===== config.mk =====
export PLATFORM = sky130hd
export DESIGN_NAME = matrix_keypad_scanner
export DESIGN_NICKNAME = d
export VERILOG_FILES = /design/src/rtl/matrix_keypad_scanner.sv
export SDC_FILE = /design/constraint.sdc
export NUM_CORES = 1
export LEC_CHECK = 0
export CORE_ASPECT_RATIO = 0.8
export CORE_UTILIZATION = 54
export CTS_CLUSTER_DIAMETER = 60
export DETAILED_ROUTE_END_ITERATION = 8
export GPL_ROUTABILITY_DRIVEN = 1
export GPL_TIMING_DRIVEN = 0
export PLACE_DENSITY_LB_ADDON = 0.08
export SETUP_SLACK_MARGIN = 0.15
export SYNTH_ARGS = -nofsm -noshare
export SYNTH_HDL_FRONTEND = slang
export SYNTH_SLANG_ARGS = --single-unit
export TNS_END_PERCENT = 20

===== constraint.sdc =====
create_clock -name clk -period 3.51 [get_ports clk]
set_input_delay 1.053 -clock clk [delete_from_list [all_inputs] [get_ports clk]]
set_output_delay 1.053 -clock clk [all_outputs]
set_load 0.005 [all_outputs]

===== src/rtl/matrix_keypad_scanner.sv =====
// Column-scanning keypad controller: debounced press/release, one key_valid per press.
// Press reported (DEBOUNCE-1) ticks + 1 clock after first sample; no backpressure. Repeat: `KEYPAD_REPEAT_EN.
module matrix_keypad_scanner #(
    parameter int ROWS         = 4,
    parameter int COLS         = 4,
    parameter int SCAN_DIV     = 50000,
    parameter int DEBOUNCE     = 4,
    parameter int REPEAT_DELAY = 100,
    parameter int REPEAT_RATE  = 25,
    localparam int CW = (ROWS * COLS > 1) ? $clog2(ROWS * COLS) : 1
) (
    input  logic            clk,
    input  logic            rst,
    input  logic [ROWS-1:0] KEY_R,
    output logic [COLS-1:0] KEY_C,
    output logic [CW-1:0]   key_code,
    output logic            key_valid,
    output logic            key_down
);

    localparam int DIVW = $clog2(SCAN_DIV);
    localparam int COLW = $clog2(COLS);
    localparam int ROWW = (ROWS > 1) ? $clog2(ROWS) : 1;
    localparam int CNTW = $clog2(DEBOUNCE + 1);

    localparam logic [1:0] S_SCAN = 2'd0;
    localparam logic [1:0] S_DEB  = 2'd1;
    localparam logic [1:0] S_ACC  = 2'd2;
    localparam logic [1:0] S_HELD = 2'd3;

    if (ROWS < 1 || ROWS > 16 || COLS < 2 || COLS > 16 || SCAN_DIV < 4 ||
        DEBOUNCE < 1 || REPEAT_DELAY < 1 || REPEAT_RATE < 1) begin : g_bad_cfg
        $error("matrix_keypad_scanner: illegal parameter set");
    end

    logic [ROWS-1:0] r_meta_q, r_sync_q;
    logic [DIVW-1:0] div_q, div_d;
    logic [1:0]      state_q, state_d;
    logic [COLW-1:0] col_q, col_d, col_next;
    logic [ROWW-1:0] row_q, row_d, low_row;
    logic [ROWS-1:0] pat_q, pat_d;
    logic [CNTW-1:0] cnt_q, cnt_d, cnt_inc;
    logic [CW-1:0]   code_q, code_d;
    logic            valid_q, valid_d;
    logic            down_q, down_d;
    logic [COLS-1:0] kc_q, kc_d;
    logic            tick;
    logic            any_act;
    logic [ROWS-1:0] rs;

`ifdef KEYPAD_REPEAT_EN
    localparam int RMAX = (REPEAT_DELAY > REPEAT_RATE) ? REPEAT_DELAY : REPEAT_RATE;
    localparam int RW   = $clog2(RMAX + 1);

    logic [RW-1:0] rcnt_q, rcnt_d, rcnt_inc, rtarget;
    logic          rfirst_q, rfirst_d;
    logic          rstop_q, rstop_d;

    assign rcnt_inc = rcnt_q + RW'(1);
    assign rtarget  = rfirst_q ? RW'(REPEAT_DELAY) : RW'(REPEAT_RATE);
`endif

    assign rs       = r_sync_q;
    assign any_act  = ~&rs;
    assign tick     = (div_q == DIVW'(SCAN_DIV - 1));
    assign div_d    = tick ? '0 : div_q + DIVW'(1);
    assign col_next = (col_q == COLW'(COLS - 1)) ? '0 : col_q + COLW'(1);
    assign cnt_inc  = cnt_q + CNTW'(1);

    // Lowest-index active row wins when several rows are down in one column.
    always_comb begin
        low_row = '0;
        for (int i = ROWS - 1; i >= 0; i--) begin
            if (!rs[i]) begin
                low_row = ROWW'(i);
            end
        end
    end

    always_comb begin
        state_d = state_q;
        col_d   = col_q;
        row_d   = row_q;
        pat_d   = pat_q;
        cnt_d   = cnt_q;
        code_d  = code_q;
        valid_d = 1'b0;
        down_d  = down_q;
`ifdef KEYPAD_REPEAT_EN
        rcnt_d   = rcnt_q;
        rfirst_d = rfirst_q;
        rstop_d  = rstop_q;
`endif
        case (state_q)
            S_SCAN: begin
                if (tick) begin
                    if (any_act) begin
                        row_d   = low_row;
                        pat_d   = rs;
                        cnt_d   = CNTW'(1);
                        state_d = (DEBOUNCE > 1) ? S_DEB : S_ACC;
                    end else begin
                        col_d = col_next;
                    end
                end
            end
            S_DEB: begin
                if (tick) begin
                    if (rs == pat_q) begin
                        cnt_d = cnt_inc;
                        if (cnt_inc == CNTW'(DEBOUNCE)) begin
                            state_d = S_ACC;
                        end
                    end else begin
                        state_d = S_SCAN;
                    end
                end
            end
            S_ACC: begin
                code_d  = CW'(row_q) * CW'(COLS) + CW'(col_q);
                valid_d = 1'b1;
                down_d  = 1'b1;
                cnt_d   = '0;
                state_d = S_HELD;
`ifdef KEYPAD_REPEAT_EN
                rcnt_d   = '0;
                rfirst_d = 1'b1;
                rstop_d  = 1'b0;
`endif
            end
            default: begin
                if (tick) begin
                    if (!any_act) begin
                        cnt_d = cnt_inc;
                        if (cnt_inc == CNTW'(DEBOUNCE)) begin
                            down_d  = 1'b0;
                            col_d   = col_next;
                            state_d = S_SCAN;
                        end
                    end else begin
                        cnt_d = '0;
                    end
`ifdef KEYPAD_REPEAT_EN
                    // Any all-high tick ends repeating for this press, even if the key bounces back.
                    if (!any_act) begin
                        rstop_d = 1'b1;
                    end else if (!rstop_q) begin
                        rcnt_d = rcnt_inc;
                        if (rcnt_inc == rtarget) begin
                            valid_d  = 1'b1;
                            rcnt_d   = '0;
                            rfirst_d = 1'b0;
                        end
                    end
`endif
                end
            end
        endcase
    end

    // Column drive follows the next column so it is asserted for a whole tick before sampling.
    assign kc_d = ~(COLS'(1) << col_d);

    always_ff @(posedge clk) begin
        if (rst) begin
            r_meta_q <= '1;
            r_sync_q <= '1;
            div_q    <= '0;
            state_q  <= S_SCAN;
            col_q    <= '0;
            row_q    <= '0;
            pat_q    <= '1;
            cnt_q    <= '0;
            code_q   <= '0;
            valid_q  <= 1'b0;
            down_q   <= 1'b0;
            kc_q     <= '1;
`ifdef KEYPAD_REPEAT_EN
            rcnt_q   <= '0;
            rfirst_q <= 1'b1;
            rstop_q  <= 1'b0;
`endif
        end else begin
            r_meta_q <= KEY_R;
            r_sync_q <= r_meta_q;
            div_q    <= div_d;
            state_q  <= state_d;
            col_q    <= col_d;
            row_q    <= row_d;
            pat_q    <= pat_d;
            cnt_q    <= cnt_d;
            code_q   <= code_d;
            valid_q  <= valid_d;
            down_q   <= down_d;
            kc_q     <= kc_d;
`ifdef KEYPAD_REPEAT_EN
            rcnt_q   <= rcnt_d;
            rfirst_q <= rfirst_d;
            rstop_q  <= rstop_d;
`endif
        end
    end

    assign KEY_C     = kc_q;
    assign key_code  = code_q;
    assign key_valid = valid_q;
    assign key_down  = down_q;

endmodule


======== Yosys cells after proc, flatten, opt, wreduce, memory -nomap -nowiden ========
Cells that the tools add are included.
word-level totals
  register bits ........................... 47
  output and inout bits ................... 10
  logic and storage cells ................. 77
operators by class
  $add $sub $neg .......................... 4
  equality and inequality tests ........... 11
  shift operators ......................... 1
  muxes and demuxes ....................... 32
  bitwise logic cells ..................... 3
  reduce and logical (&&, ||, !) cells .... 14
operators with widths
  cell                   number
  $mux 2                 18
  $mux 3                 6
  $add 16x1->16 const B  1
  $eq 16x16->1 const B   1
  $pmux 3 s3             1
  $ne 2x2->1 const B     4
  $reduce_and 4->1       2
  $reduce_bool 4->1      2
  $reduce_and 7->1       1
  $pmux 2 s3             1
  $reduce_bool 2->1      3
  $reduce_or 2->1        3
  $reduce_and 5->1       1
  $add 4x2->4            1
  $eq 2x2->1 const B     2
  $eq 4x4->1             1
  $mux 1                 4
  $not 4->4              1
  $pmux 2 s2             1
  $shl 1x2->4 const A    1
  $add 3x1->3 const B    1
  $eq 3x3->1 const B     1
  $ne 3x3->1 const B     1
  $reduce_and 3->1       1
  5 further kinds        6

======== Logic depth before layout (Yosys ltp) ========
  depth after elaboration ................. 8
  mapped depth ............................ 7
  depth with buffers taken out ............ 7

======== Least setup slack after synthesis ========
OpenSTA, ideal clock, no wires.
  path kind ............................... input-to-reg
  start point ............................. in rst
  end point ............................... reg row_q[1]
  library setup time ...................... 0.132 ns
  arrival time ............................ 1.699 ns
  setup slack ............................. 1.680 ns
  stages on the path ...................... 3
  buffers on the path ..................... 2
  cells stage by stage .................... clkbuf_1 buf_1 nor3_1
RTL lines
  what                  RTL line  source
  from (decl)           13        input logic rst,
  to (signal assigned)  189       row_q <= row_d;
  to (decl)             40        logic [ROWW-1:0] row_q, row_d, low_row;
No word-level cell between the ends.

======== Worst setup path after layout ========
  start point ............................. in rst
  end point ............................... reg row_q[1]
No word-level cell between the ends.

==> metrics.md <==
| Metric | Value |
|---|---|
| Asr flop ratio synth | 0% |
| Critical-path maximum fanout | 10 |
| Rows | 20 |
| Seq pwr share | around 52% |
| NetSw | 0.266 mW |
| CTS tree | yes |
| Yosys reg bits | 47 |
| Clock slew at reported path FFs | 90 ps |
| Clock Power Share | 38.0% |
| Clock Sinks | between 40 and 50 |
| Iteration-0 DRC Markers | approximately 110 |
| Total core area | between 3000 and 4000 µm² |
| Max Slew Vio Count | 0 |
| Residual DRC | 0 |
| Syn-to-layout area delta | 14.9% |
| Total wire length | 4360 µm |
| Fin worst setup slack | between 1000 and 1500 ps |
| Max_slew headroom | between 60% and 70% |
| Power Dens Cells | 415 nW/µm² |
| Antenna Nets Post-Route | 0 |
| Largest net degree at the start of global routing | 16 |
| Period utilisation layout | about two thirds |
| GRT overflow | 0 |
| Fin crit period | roughly 2400 ps |
| Htree depth | 2 |
| Root Driver | clkbuf_8 |
| Seq/Total Area, Yosys | 42.4% |
| Post-Syn Area | 2220 µm² |
| Syn_area_per_cell | 9.37 µm² |
| Hold Path End | r_sync_q[1] |
| Combinational Power Share | about a tenth |
| IO Pins | 16 |
| Post-CTS Resized | 0 |
| Chip Height | 59.3 µm |
| Setup_tns | 0 ps |
| Synth unique cells | 56 |
| Fin cells | about 320 |
| Initial antenna violation count | 0 |
| ANT cells | 0 |
| Vias in the first global route | around 1500 |
| Net Count, Synth | 251 |
| Switching Share | about a quarter |
| DIE WIDTH | 73.7 µm |
| Critical Path Start Type | input port |
| Slew @ Worst Pin | 508 ps |
| Reg2reg start | state_q[0] |
| Int Power | between 0.7 and 0.8 mW |
| Hold Crit Class | reg -> reg |
| Dpl hpwl | around 3100 µm |
| Drt first pass iters | 4 |
| Latest clock arrival within the worst-skew pair | 310 ps |
| RSZ-0062 raised after global routing | no |
| Final Util | ~66% |
| Dpl cells | approximately 300 |
| Longest Clk Path Bufs | 2 |
| Overall Global Routing Usage | between 20% and 30% |
| Post-synth top flop | dfxtp_1 |
| Clock skew | 8.47 ps |
| CP Capture Type | register |
| Initial Util | ~57% |
| Worst hold start | r_meta_q[1] |
| Vias | between 1500 and 2000 |
| Crit path required time | between 3000 and 4000 ps |
| Static Leak | 0.941 nW |
| Max Freq | around 420 MHz |
| Final setup fails | 0 |
| WL per Instance | between 10 and 15 µm |
| Setup CP Type | in -> reg |
| WP data arrival | 2540 ps |
| Die area | approximately 4400 µm² |
| Cell area after layout | about 2600 µm² |
| First-pass GRT wire length | between 7000 and 8000 µm |
| Port Buffers | 15 |
| R2R cell count | 7 |
| Post-Place Worst Slack | between 700 and 800 ps |
| Reg-to-reg endpoint | KEY_C[2] |
| Max VDD drop | around 0.37 mV |
| EDFF count, synth | 0 |
| Dpl cell area | approximately 2400 µm² |
| CTS buffer count | 5 |
| R2r setup slk | between 1000 and 1500 ps |
| Hold path depth | 1 |
| Filler Cell Count | 330 |
| Cells after Synth | 237 |
| Max cap viols | 0 |
| Layout Nets | approximately 270 |
| Share of cells above drive strength 1 | roughly an eighth |
| GPL Wtd Cong | around 0.84 |
| Post-CTS setup buffers | 0 |
| Ys Warns | 0 |
| Vias/cell | between 5 and 6 |
| Final Hold Vio Count | 0 |
| Hold buffer count at cts | 0 |
| Status | finished clean |
worst max path at each step:
stage,startpoint,endpoint,slack [ps],cells after the start
CTS,rst,row_q[1],1130,4
global placement,rst,row_q[1],800,4
global route,rst,row_q[1],980,4
floorplan,rst,row_q[1],1680,3
finish,rst,row_q[1],1150,4
detailed placement,rst,row_q[1],800,4
registers in the layout (all words and copies together) (netlist names):
name and flops:
row_q 2, col_q 2, pat_q 4, key_down 1
state_q 2, key_code 4, key_valid 1, KEY_C 4
div_q 16, r_meta_q 4, cnt_q 3, r_sync_q 4
power by group through the flow:
| stage | registers [mW] | clock network (mW) | logic [mW] |
|---|---|---|---|
| floorplan | 0.561 | 0 | 0.0778 |
| global placement | 0.563 | 0 | 0.102 |
| detailed placement | 0.563 | 0 | 0.103 |
| CTS | 0.551 | 0.407 | 0.105 |
| global route | 0.552 | 0.430 | 0.115 |
| finish | 0.551 | 0.402 | 0.106 |
synthesized netlist by cell type (4+ instances only):
cell,count,area (µm²)
dfxtp_1,47,941
nor2_1,27,101
nand2_1,19,71.3
xnor2_1,12,105
inv_1,10,37.5
nand3_1,10,50.1
ha_1,8,100
nand4_1,8,50.1
or2_2,8,50.1
mux2i_1,7,70.1
a21oi_1,6,30.0
nor3_1,6,30.0
clkbuf_1,5,18.8
xor2_1,5,43.8
o21ai_0,4,20.0
cells by family after synthesis:
logic type               Yosys count  synth area share (%)
AO/OA/AOI/OAI                     35                  12.9
XOR/XNOR                          17                  6.71
adder cells (fa/ha/maj)            8                  4.51
buffers and inverters             19                  3.33
flip-flops                        47                  42.4
multiplexers                       7                  3.16
AND/OR/NAND/NOR                  104                  27.1
layout by cell type (no fill, tap or decap), types with 2 or more instances in the layout:
cell	netlist	final
xnor2_1	12	12
and4_1	2	2
nand3_1	10	10
a21oi_1	6	6
o211ai_1	2	2
o22ai_1	3	3
mux2i_1	7	7
nand2_1	19	19
and3_2	2	2
clkbuf_8	0	5
nor3_1	6	6
nor2_1	27	27
and3_1	3	3
or3_1	3	3
xor2_1	5	5
or2_2	8	8
o21ai_0	4	4
dfxtp_1	47	47
and2_1	2	2
inv_1	10	10
clkdlybuf4s50_1	0	15
nor4_1	2	2
a31oi_1	2	2
ha_1	8	8
clkbuf_1	5	5
nand4_1	8	8
and4b_1	2	2
buf_2	2	2
metal layers:
| layer | global-route usage, % | wire (µm) | up-vias |
|---|---|---|---|
| met3 | 4.93 | 173 | 5 |
| li1 | - | - | 893 |
| met4 | 9.89 | 38 | 0 |
| met2 | 30.0 | 1800 | 27 |
| met5 | 0 | 0 | - |
| met1 | 34.7 | 2360 | 831 |
critical path, cell delays in order:
cell	delay (ps)
clkdlybuf4s50_1	490
clkbuf_1	420
buf_1	460
nor3_1	120
layout make-up:
| type | count | area (µm²) | area share [%] |
|---|---|---|---|
| plain buffers | 8 | 32.5 | 1.28 |
| clock buffers | 5 | 68.8 | 2.70 |
| clock inverters | 3 | 43.8 | 1.72 |
| inverters | 11 | 41.3 | 1.62 |
| multi-input cells | 171 | 1200 | 47.2 |
| flip-flops and latches | 47 | 941 | 36.9 |
| well taps | 55 | 68.8 | 2.70 |
| repair buffers | 15 | 150 | 5.89 |
through the flow:
stage                     hold WS, ps  total power [mW]
after floorplan                   389             0.639
after global routing              426              1.10
final                             411              1.06
after CTS                         414              1.06
after global placement            394             0.665
after detailed placement          394             0.666
(Power assumes the default switching activity.)
